==> config.mk <==
export PLATFORM = sky130hd
export DESIGN_NAME = snax_simbacore_csr_ctrl
export DESIGN_NICKNAME = d
export VERILOG_FILES = /design/src/rtl/simbacore_csr_pkg.sv /design/src/rtl/snax_simbacore_sat_counter.sv /design/src/rtl/snax_simbacore_csr_ctrl.sv
export SDC_FILE = /design/constraint.sdc
export NUM_CORES = 1
export LEC_CHECK = 0
export ABC_AREA = 0
export ABC_CLOCK_PERIOD_IN_PS = 15370
export CAP_MARGIN = 10
export CORE_AREA = 2 2 193 195
export CTS_CLUSTER_DIAMETER = 60
export DETAILED_ROUTE_END_ITERATION = 16
export DIE_AREA = 0 0 195 197
export GPL_TIMING_DRIVEN = 0
export MAX_ROUTING_LAYER = met4
export PLACE_DENSITY = 0.72
export SETUP_SLACK_MARGIN = 0.3
export SLEW_MARGIN = 10
export SYNTH_ARGS = -nofsm -noshare
export SYNTH_HDL_FRONTEND = slang
export SYNTH_SLANG_ARGS = --single-unit
==> constraint.sdc <==
create_clock -name clk_i -period 15.37 [get_ports clk_i]
set_clock_uncertainty 0.15 [all_clocks]
set_input_delay 4.611 -clock clk_i [delete_from_list [all_inputs] [get_ports clk_i]]
set_output_delay 4.611 -clock clk_i [all_outputs]
set_load 0.05 [all_outputs]
==> src/rtl/simbacore_csr_pkg.sv <==
// Shared types and constants for the SimbaCore CSR front-end.
// Word indices, status bit positions, FSM states and config bundle.
package simbacore_csr_pkg;

    localparam int unsigned CFG_MODE_W = 2;
    localparam int unsigned CFG_DATA_W = 32;

    localparam int unsigned CSR_MODE   = 0;
    localparam int unsigned CSR_SEQLEN = 1;
    localparam int unsigned CSR_DMODEL = 2;
    localparam int unsigned CSR_DTRANK = 3;
    localparam int unsigned CSR_DINNER = 4;
    localparam int unsigned CSR_DFINAL = 5;

    localparam int unsigned RO_STATUS = 0;
    localparam int unsigned RO_CYCLES = 1;
    localparam int unsigned RO_LAUNCH = 2;
    localparam int unsigned RO_ERRCNT = 3;

    localparam int unsigned STAT_BUSY   = 0;
    localparam int unsigned STAT_ACTIVE = 1;
    localparam int unsigned STAT_ERR    = 2;

    typedef enum logic [1:0] {
        IDLE      = 2'd0,
        ISSUE     = 2'd1,
        WAIT_BUSY = 2'd2,
        RUN       = 2'd3
    } ctrl_state_e;

    typedef struct packed {
        logic [CFG_MODE_W-1:0] mode;
        logic [CFG_DATA_W-1:0] seq_len;
        logic [CFG_DATA_W-1:0] d_model;
        logic [CFG_DATA_W-1:0] dt_rank;
        logic [CFG_DATA_W-1:0] d_inner;
        logic [CFG_DATA_W-1:0] d_final;
    } cfg_t;

endpackage

==> src/rtl/snax_simbacore_sat_counter.sv <==
// Up-counter with synchronous clear and selectable saturate/wrap.
// Clear takes priority over enable.
module snax_simbacore_sat_counter #(
    parameter int unsigned Width = 32
) (
    input  logic             clk_i,
    input  logic             rst_i,
    input  logic             clr_i,
    input  logic             en_i,
    input  logic             sat_i,
    output logic [Width-1:0] cnt_o
);

    logic [Width-1:0] cnt_q;
    logic [Width-1:0] cnt_d;

    always_comb begin
        cnt_d = cnt_q;
        if (clr_i) begin
            cnt_d = '0;
        end else if (en_i && !(sat_i && (&cnt_q))) begin
            cnt_d = cnt_q + 1'b1;
        end
    end

    always_ff @(posedge clk_i or posedge rst_i) begin
        if (rst_i) begin
            cnt_q <= '0;
        end else begin
            cnt_q <= cnt_d;
        end
    end

    assign cnt_o = cnt_q;

endmodule

==> src/rtl/snax_simbacore_csr_ctrl.sv <==
// SimbaCore config front-end: latches and checks a CSR set, issues it
// to the core, tracks one run and reports status via RO CSRs.
module snax_simbacore_csr_ctrl
    import simbacore_csr_pkg::*;
#(
    parameter int unsigned RegRWCount   = 6,
    parameter int unsigned RegROCount   = 4,
    parameter int unsigned RegDataWidth = 32,
    parameter int unsigned ModeWidth    = 2,
    parameter int unsigned NumModes     = 3,
    parameter int unsigned StartTimeout = 16
) (
    input  logic                                 clk_i,
    input  logic                                 rst_i,
    input  logic [RegRWCount*RegDataWidth-1:0]   csr_reg_set_i,
    input  logic                                 csr_reg_set_valid_i,
    output logic                                 csr_reg_set_ready_o,
    output logic [RegROCount*RegDataWidth-1:0]   csr_reg_ro_set_o,
    output logic                                 cfg_valid_o,
    input  logic                                 cfg_ready_i,
    output logic [ModeWidth-1:0]                 cfg_mode_o,
    output logic [RegDataWidth-1:0]              cfg_seq_len_o,
    output logic [RegDataWidth-1:0]              cfg_d_model_o,
    output logic [RegDataWidth-1:0]              cfg_dt_rank_o,
    output logic [RegDataWidth-1:0]              cfg_d_inner_o,
    output logic [RegDataWidth-1:0]              cfg_d_final_o,
    input  logic                                 core_busy_i,
    output logic                                 done_o
);

    localparam int unsigned TimerWidth = $clog2(StartTimeout);
    localparam logic [TimerWidth-1:0] TimeoutLast = TimerWidth'(StartTimeout - 1);

    ctrl_state_e            state_q, state_d;
    cfg_t                   cfg_q, cfg_d;
    logic                   cfg_valid_q, cfg_valid_d;
    logic                   done_q, done_d;
    logic                   err_q, err_d;
    logic [TimerWidth-1:0]  timer_q, timer_d;

    logic                   set_ready;
    logic                   cyc_clr, cyc_en, launch_en, err_inc;
    logic [RegDataWidth-1:0] cycle_cnt, launch_cnt, err_cnt;

    logic [RegDataWidth-1:0] mode_w, seq_len_w, d_model_w;
    logic [RegDataWidth-1:0] dt_rank_w, d_inner_w, d_final_w;
    logic                    set_legal;

    assign mode_w    = csr_reg_set_i[CSR_MODE*RegDataWidth +: RegDataWidth];
    assign seq_len_w = csr_reg_set_i[CSR_SEQLEN*RegDataWidth +: RegDataWidth];
    assign d_model_w = csr_reg_set_i[CSR_DMODEL*RegDataWidth +: RegDataWidth];
    assign dt_rank_w = csr_reg_set_i[CSR_DTRANK*RegDataWidth +: RegDataWidth];
    assign d_inner_w = csr_reg_set_i[CSR_DINNER*RegDataWidth +: RegDataWidth];
    assign d_final_w = csr_reg_set_i[CSR_DFINAL*RegDataWidth +: RegDataWidth];

    // Full-word mode compare so out-of-range values never alias into the field
    assign set_legal = (mode_w < RegDataWidth'(NumModes)) && (seq_len_w != '0);

    always_comb begin
        state_d     = state_q;
        cfg_d       = cfg_q;
        cfg_valid_d = cfg_valid_q;
        done_d      = 1'b0;
        err_d       = err_q;
        timer_d     = timer_q;
        set_ready   = 1'b0;
        cyc_clr     = 1'b0;
        cyc_en      = 1'b0;
        launch_en   = 1'b0;
        err_inc     = 1'b0;
        unique case (state_q)
            IDLE: begin
                set_ready = 1'b1;
                if (csr_reg_set_valid_i) begin
                    if (set_legal) begin
                        cfg_d.mode    = mode_w[CFG_MODE_W-1:0];
                        cfg_d.seq_len = seq_len_w;
                        cfg_d.d_model = d_model_w;
                        cfg_d.dt_rank = dt_rank_w;
                        cfg_d.d_inner = d_inner_w;
                        cfg_d.d_final = d_final_w;
                        err_d         = 1'b0;
                        cfg_valid_d   = 1'b1;
                        state_d       = ISSUE;
                    end else begin
                        err_d   = 1'b1;
                        err_inc = 1'b1;
                    end
                end
            end
            ISSUE: begin
                if (cfg_ready_i) begin
                    cfg_valid_d = 1'b0;
                    launch_en   = 1'b1;
                    cyc_clr     = 1'b1;
                    timer_d     = '0;
                    state_d     = WAIT_BUSY;
                end
            end
            WAIT_BUSY: begin
                cyc_en = 1'b1;
                if (core_busy_i) begin
                    state_d = RUN;
                end else if (timer_q == TimeoutLast) begin
                    err_d   = 1'b1;
                    err_inc = 1'b1;
                    done_d  = 1'b1;
                    state_d = IDLE;
                end else begin
                    timer_d = timer_q + 1'b1;
                end
            end
            RUN: begin
                cyc_en = 1'b1;
                if (!core_busy_i) begin
                    done_d  = 1'b1;
                    state_d = IDLE;
                end
            end
            default: state_d = IDLE;
        endcase
    end

    always_ff @(posedge clk_i or posedge rst_i) begin
        if (rst_i) begin
            state_q     <= IDLE;
            cfg_q       <= '0;
            cfg_valid_q <= 1'b0;
            done_q      <= 1'b0;
            err_q       <= 1'b0;
            timer_q     <= '0;
        end else begin
            state_q     <= state_d;
            cfg_q       <= cfg_d;
            cfg_valid_q <= cfg_valid_d;
            done_q      <= done_d;
            err_q       <= err_d;
            timer_q     <= timer_d;
        end
    end

    snax_simbacore_sat_counter #(.Width(RegDataWidth)) u_cycle_cnt (
        .clk_i (clk_i),
        .rst_i (rst_i),
        .clr_i (cyc_clr),
        .en_i  (cyc_en),
        .sat_i (1'b1),
        .cnt_o (cycle_cnt)
    );

    snax_simbacore_sat_counter #(.Width(RegDataWidth)) u_launch_cnt (
        .clk_i (clk_i),
        .rst_i (rst_i),
        .clr_i (1'b0),
        .en_i  (launch_en),
        .sat_i (1'b0),
        .cnt_o (launch_cnt)
    );

    snax_simbacore_sat_counter #(.Width(RegDataWidth)) u_err_cnt (
        .clk_i (clk_i),
        .rst_i (rst_i),
        .clr_i (1'b0),
        .en_i  (err_inc),
        .sat_i (1'b1),
        .cnt_o (err_cnt)
    );

    always_comb begin
        csr_reg_ro_set_o = '0;
        csr_reg_ro_set_o[RO_STATUS*RegDataWidth + STAT_BUSY]   = core_busy_i;
        csr_reg_ro_set_o[RO_STATUS*RegDataWidth + STAT_ACTIVE] = (state_q != IDLE);
        csr_reg_ro_set_o[RO_STATUS*RegDataWidth + STAT_ERR]    = err_q;
        csr_reg_ro_set_o[RO_CYCLES*RegDataWidth +: RegDataWidth] = cycle_cnt;
        csr_reg_ro_set_o[RO_LAUNCH*RegDataWidth +: RegDataWidth] = launch_cnt;
        csr_reg_ro_set_o[RO_ERRCNT*RegDataWidth +: RegDataWidth] = err_cnt;
    end

    assign csr_reg_set_ready_o = set_ready;
    assign cfg_valid_o   = cfg_valid_q;
    assign cfg_mode_o    = ModeWidth'(cfg_q.mode);
    assign cfg_seq_len_o = cfg_q.seq_len;
    assign cfg_d_model_o = cfg_q.d_model;
    assign cfg_dt_rank_o = cfg_q.dt_rank;
    assign cfg_d_inner_o = cfg_q.d_inner;
    assign cfg_d_final_o = cfg_q.d_final;
    assign done_o        = done_q;

endmodule

* After elaboration in Yosys (flattened, before gate mapping)
Index checks and enable logic that the tools add are counted.
** Word-level totals
- Bits in registers :: 267
- Memories kept :: 0
- Logic and storage cells :: 83
- Input bits :: 197
- Memory bits (writable) :: 0
- Latch bits :: 0
- Memory bits (read-only) :: 0
- Output and inout bits :: 293
** Operators by class
- $add $sub $neg :: 4
- Bitwise logic cells :: 0
- Shifts and indexed selects :: 0
- Equality and inequality tests :: 12
- Divide/modulo/power cells :: 0
- $mul :: 0
- $lt $le $gt $ge :: 1
- Mux-type cells :: 32
- Reductions and logical operators :: 20
** Operators by type and width (count)
- $add A32 B1 Y32 const B :: 3
- $mux W32 :: 2
- $reduce_and A32 Y1 :: 2
- $lt A32 B2 Y1 const B :: 1
- $reduce_bool A32 Y1 :: 1
- $mux W1 :: 15
- $ne A2 B2 Y1 const B :: 7
- $mux W2 :: 6
- $mux W4 :: 3
- $reduce_and A4 Y1 :: 3
- $reduce_bool A2 Y1 :: 5
- $pmux W1 S2 :: 4
- $pmux W2 S4 :: 1
- $pmux W4 S2 :: 1
- $reduce_and A5 Y1 :: 1
- $add A4 B1 Y4 const B :: 1
- $eq A2 B2 Y1 const B :: 2
- $eq A4 B4 Y1 const B :: 1
- $logic_and A1 B1 Y1 :: 3
- $ne A3 B3 Y1 const B :: 1
- $reduce_and A3 Y1 :: 1
- $eq A2 B1 Y1 const B :: 1
- $logic_not A1 Y1 :: 2
- $logic_not A2 Y1 :: 1
- $reduce_or A2 Y1 :: 1

* Depth between registers and ports, before layout
- Depth after elaboration :: 6
- Depth in mapped cells :: 8
- Depth with buffers taken out :: 7

* Cells and area by module
Synthesis repeated with hierarchy kept, for this count alone.
** Second synthesis, totals
- Cells, all modules :: 1071
- Area, all modules :: 13126.3 µm²
** By module, submodules not included
- snax_simbacore_csr_ctrl :: instances 1, area each 7586.0 µm², cells each 444
- snax_simbacore_sat_counter :: instances 3, area each 1846.8 µm², cells each 209

* Least setup slack after synthesis
No wires, ideal clock.
- Path type :: in2out
- Start point :: in core_busy_i
- End point :: out csr_reg_ro_set_o[0]
- Stages :: 1
- Arrival :: 4781 ps
- Setup slack :: 5828 ps
- Buffers on the path :: 1
- Cells stage by stage :: buf_4
** RTL lines
- start: declaration :: RTL line snax_simbacore_csr_ctrl.sv:27 : input logic core_busy_i,
- end: declaration :: RTL line snax_simbacore_csr_ctrl.sv:18 : output logic [RegROCount*RegDataWidth-1:0] csr_reg_ro_set_o,
No word-level cell between the ends.

* Final worst setup path
- Start point :: in core_busy_i
- End point :: out csr_reg_ro_set_o[0]
No word-level cell between the ends.

==> results.py <==
metrics = {
    "status": {
        "status": "completed",
    },
    "routing": {
        "drt-total-wl_mm": 37.6,
        "num_vias": 9240,
        "drt-wirelength-per-cell_um": 19.5,
        "drtIter0Drc": 431,
        "dr.pass1.iters": 4,
        "viasPerCell": 4.78,
        "final_antenna_net_count": 0,
        "drc": 0,
    },
    "die": {
        "core_um2": 36300,
        "die_h_um": 197,
        "rows": 70,
        "die-area_um2": 38400,
        "boundaryPins": 490,
        "initial_core_util_pct": 31.7,
        "die_w_um": 195,
    },
    "sta": {
        "hold_viol": 0,
        "maxSlewViolCount": 0,
        "setup_viol": 0,
        "relSlewSlack_pct": 41.6,
        "timing.fmax_mhz": 92.2,
        "finalCriticalPeriod_ns": 10.84,
        "tightest_slew_ns": 0.868,
        "rsz0062_at_grt": "false",
        "period_share_pct": 70.5,
    },
    "worst_hold_path": {
        "hold_path_depth": 1,
        "hp-class": "register to register",
        "whs_endpoint": "u_launch_cnt.cnt_o[31]",
        "hp-start": "u_launch_cnt.cnt_o[31]",
    },
    "logic_synthesis": {
        "yosysTopAreaCell": "dfrtp_1",
        "ys_top_cells_by_area": "dfrtp_1 (58%), mux2_2 (16%), xnor2_1 (4.8%), nand4_1 (2.2%), buf_4 (2.0%)",
        "synth_most_common_cell": "dfrtp_1",
        "syn_avg_cell_area_um2": 12.7,
        "yosysWarnings": 0,
        "synth-edff-count": 0,
        "ys_seq_area_share_pct": 58.2,
        "synthArstFlopShare_pct": 100,
        "syn-cell-area_um2": 11500,
        "ys_top_cells_by_count": "dfrtp_1 (267), mux2_2 (164), xnor2_1 (63), nor2_1 (51)",
        "yosysTopAreaCellShare_pct": 58.2,
        "ys_types": 50,
        "ys_ff_latch": 267,
        "synthCells": 908,
        "synth-main-ff-cell": "dfrtp_1",
    },
    "clock_network": {
        "insertion_delay_ns": 0.52,
        "clk_pin_slew_worst_paths_ns": 0.06,
        "hold_buffers": 0,
        "clockBufferDepth": 3,
        "htree_levels": 2,
        "clock_sinks": 267,
        "cts_made_buffers": 34,
        "cts_setup_buffers": 0,
        "cts_resized": 0,
        "root_buffer": "clkbuf_16",
        "cts_tree": "done",
    },
    "global_route": {
        "top_usage_layer": "met2",
        "grt_antenna_before_repair": 9,
        "grt_pass1_vias": 9658,
        "grt-ovfl-total": 0,
        "met1_usage_pct": 22.3,
        "grt_pass1_wl_mm": 57.3,
        "grt_use_met3_pct": 7.67,
        "track_usage_pct": 20.1,
        "met2_usage_pct": 32.9,
        "grt_max_degree": 112,
    },
    "setup_path": {
        "rrSetupSlack_ns": 12.71,
        "path_class": "input port to primary output",
        "rr_endpoint": "u_err_cnt.cnt_o[18]",
        "path_max_fanout": 3,
        "critPathArrivalTime_ns": 6.08,
        "required_ns": 10.61,
        "timing.rr.start": "state_q[1]",
        "reg2reg_depth": 8,
        "endpoint_kind": "primary output",
        "cp-start-kind": "input port",
    },
    "placement": {
        "post-dp-hpwl_mm": 28.6,
        "io_buffer_count": 460,
        "place_area_um2": 16800,
        "gp_congestion": 0.831,
    },
    "cells_and_area": {
        "fin_nets": 1635,
        "drive_above_1_share_pct": 19.6,
        "postLayoutCoreUtil_pct": 49.8,
        "fillerInstances": 3296,
        "final_area_um2": 18100,
        "area_growth_pct": 57.2,
    },
    "power_and_ir_drop": {
        "pwr_density_cell_nw_per_um2": 106,
        "p_total_mw": 1.91,
        "peakVddDrop_mv": 0.0834,
        "p_leak_nw": 8.05,
    },
    "job": {
        "maxCapViolCount": 0,
    },
}
[how the worst max path moves through the flow]
stage,from,endpoint,cells after the start
final,core_busy_i,csr_reg_ro_set_o[0],3
after global routing,core_busy_i,csr_reg_ro_set_o[0],3
after CTS,core_busy_i,csr_reg_ro_set_o[0],3
after detailed placement,core_busy_i,csr_reg_ro_set_o[0],3
after global placement,rst_i,cfg_d_final_o[19],2
after floorplan,rst_i,cfg_d_final_o[0],1
[layer usage]
metal / vias up / wire length, µm
li1: 4242 / -
met1: 4578 / 14400
met2: 357 / 18800
met3: 63 / 3610
met4: 0 / 889
met5: - / 0
[metrics by stage]
step | TNS, ns | hold WS, ns | cells | worst slack, ns
2_1_floorplan | 0 | 0.317 | 936 | 3.26
6_report | 0 | 0.326 | 1935 | 4.53
3_3_place_gp | -83.83 | 0.311 | 1864 | -0.358
4_1_cts | 0 | 0.331 | 1927 | 4.53
3_5_place_dp | 0 | 0.322 | 1866 | 4.53
5_1_grt | 0 | 0.352 | 1935 | 4.50
[report_power, final]
group	internal [mW]	leakage, nW	total [mW]	switching [mW]
Clock	0.523	0.587	0.841	0.318
Sequential	0.727	3.70	0.759	0.0315
Combinational	0.123	3.76	0.312	0.190
[registers in the layout, summed over array words and instances (netlist names), 2 cells and up]
signal,count
state_q,2
u_err_cnt.cnt_o,32
cfg_seq_len_o,32
cfg_d_model_o,32
u_launch_cnt.cnt_o,32
timer_q,4
u_cycle_cnt.cnt_o,32
cfg_mode_o,2
cfg_d_inner_o,32
cfg_dt_rank_o,32
cfg_d_final_o,32
[worst max-delay path, stage by stage]
cell	delay, ns
clkdlybuf4s50_1	0.55
buf_4	0.13
clkdlybuf4s50_1	0.79
[layout make-up]
class	count	area (µm²)	share of cell area [%]
diodes	8	20.0	0.111
clock buffers	46	987	5.47
multi-input cells	595	4490	24.9
clock inverters	15	206	1.14
repair buffers	462	4660	25.8
flip-flops and latches	267	6680	37.0
inverters	9	41.3	0.229
well taps	468	586	3.24
plain buffers	65	385	2.13
[placed cells by master, fill, tap and decap left out, types with 4 or more instances in the layout]
master           instances
buf_2                   20
nand4_1                 41
dfrtp_1                267
buf_4                   31
o21ai_0                 10
mux2_2                 164
and3_1                  28
diode_2                  8
xor2_1                  23
and4_1                  11
conb_1                  29
nor4_1                  17
a211oi_1                 6
xnor2_1                 63
ha_1                     4
or3_1                    4
inv_1                    8
clkbuf_1                17
bufinv_16                4
nand3_1                 45
nor3_1                  13
clkbuf_16               35
a21oi_1                  7
nor2_1                  51
clkdlybuf4s50_1        460
clkbuf_8                 7
nand2_1                 45
[cells by family after synthesis]
kind of cell,count (synthesis),share of synthesized area [%]
and+or+nand+nor,277,13.1
DFF,267,58.2
muxes,165,16.2
xor gates and xnor gates,86,6.56
buffers and inverters,74,3.65
AOI/OAI and AO/OA,34,1.88
adders and majority gates,4,0.436
other,1,0.0326
(Power assumes the default switching activity.)
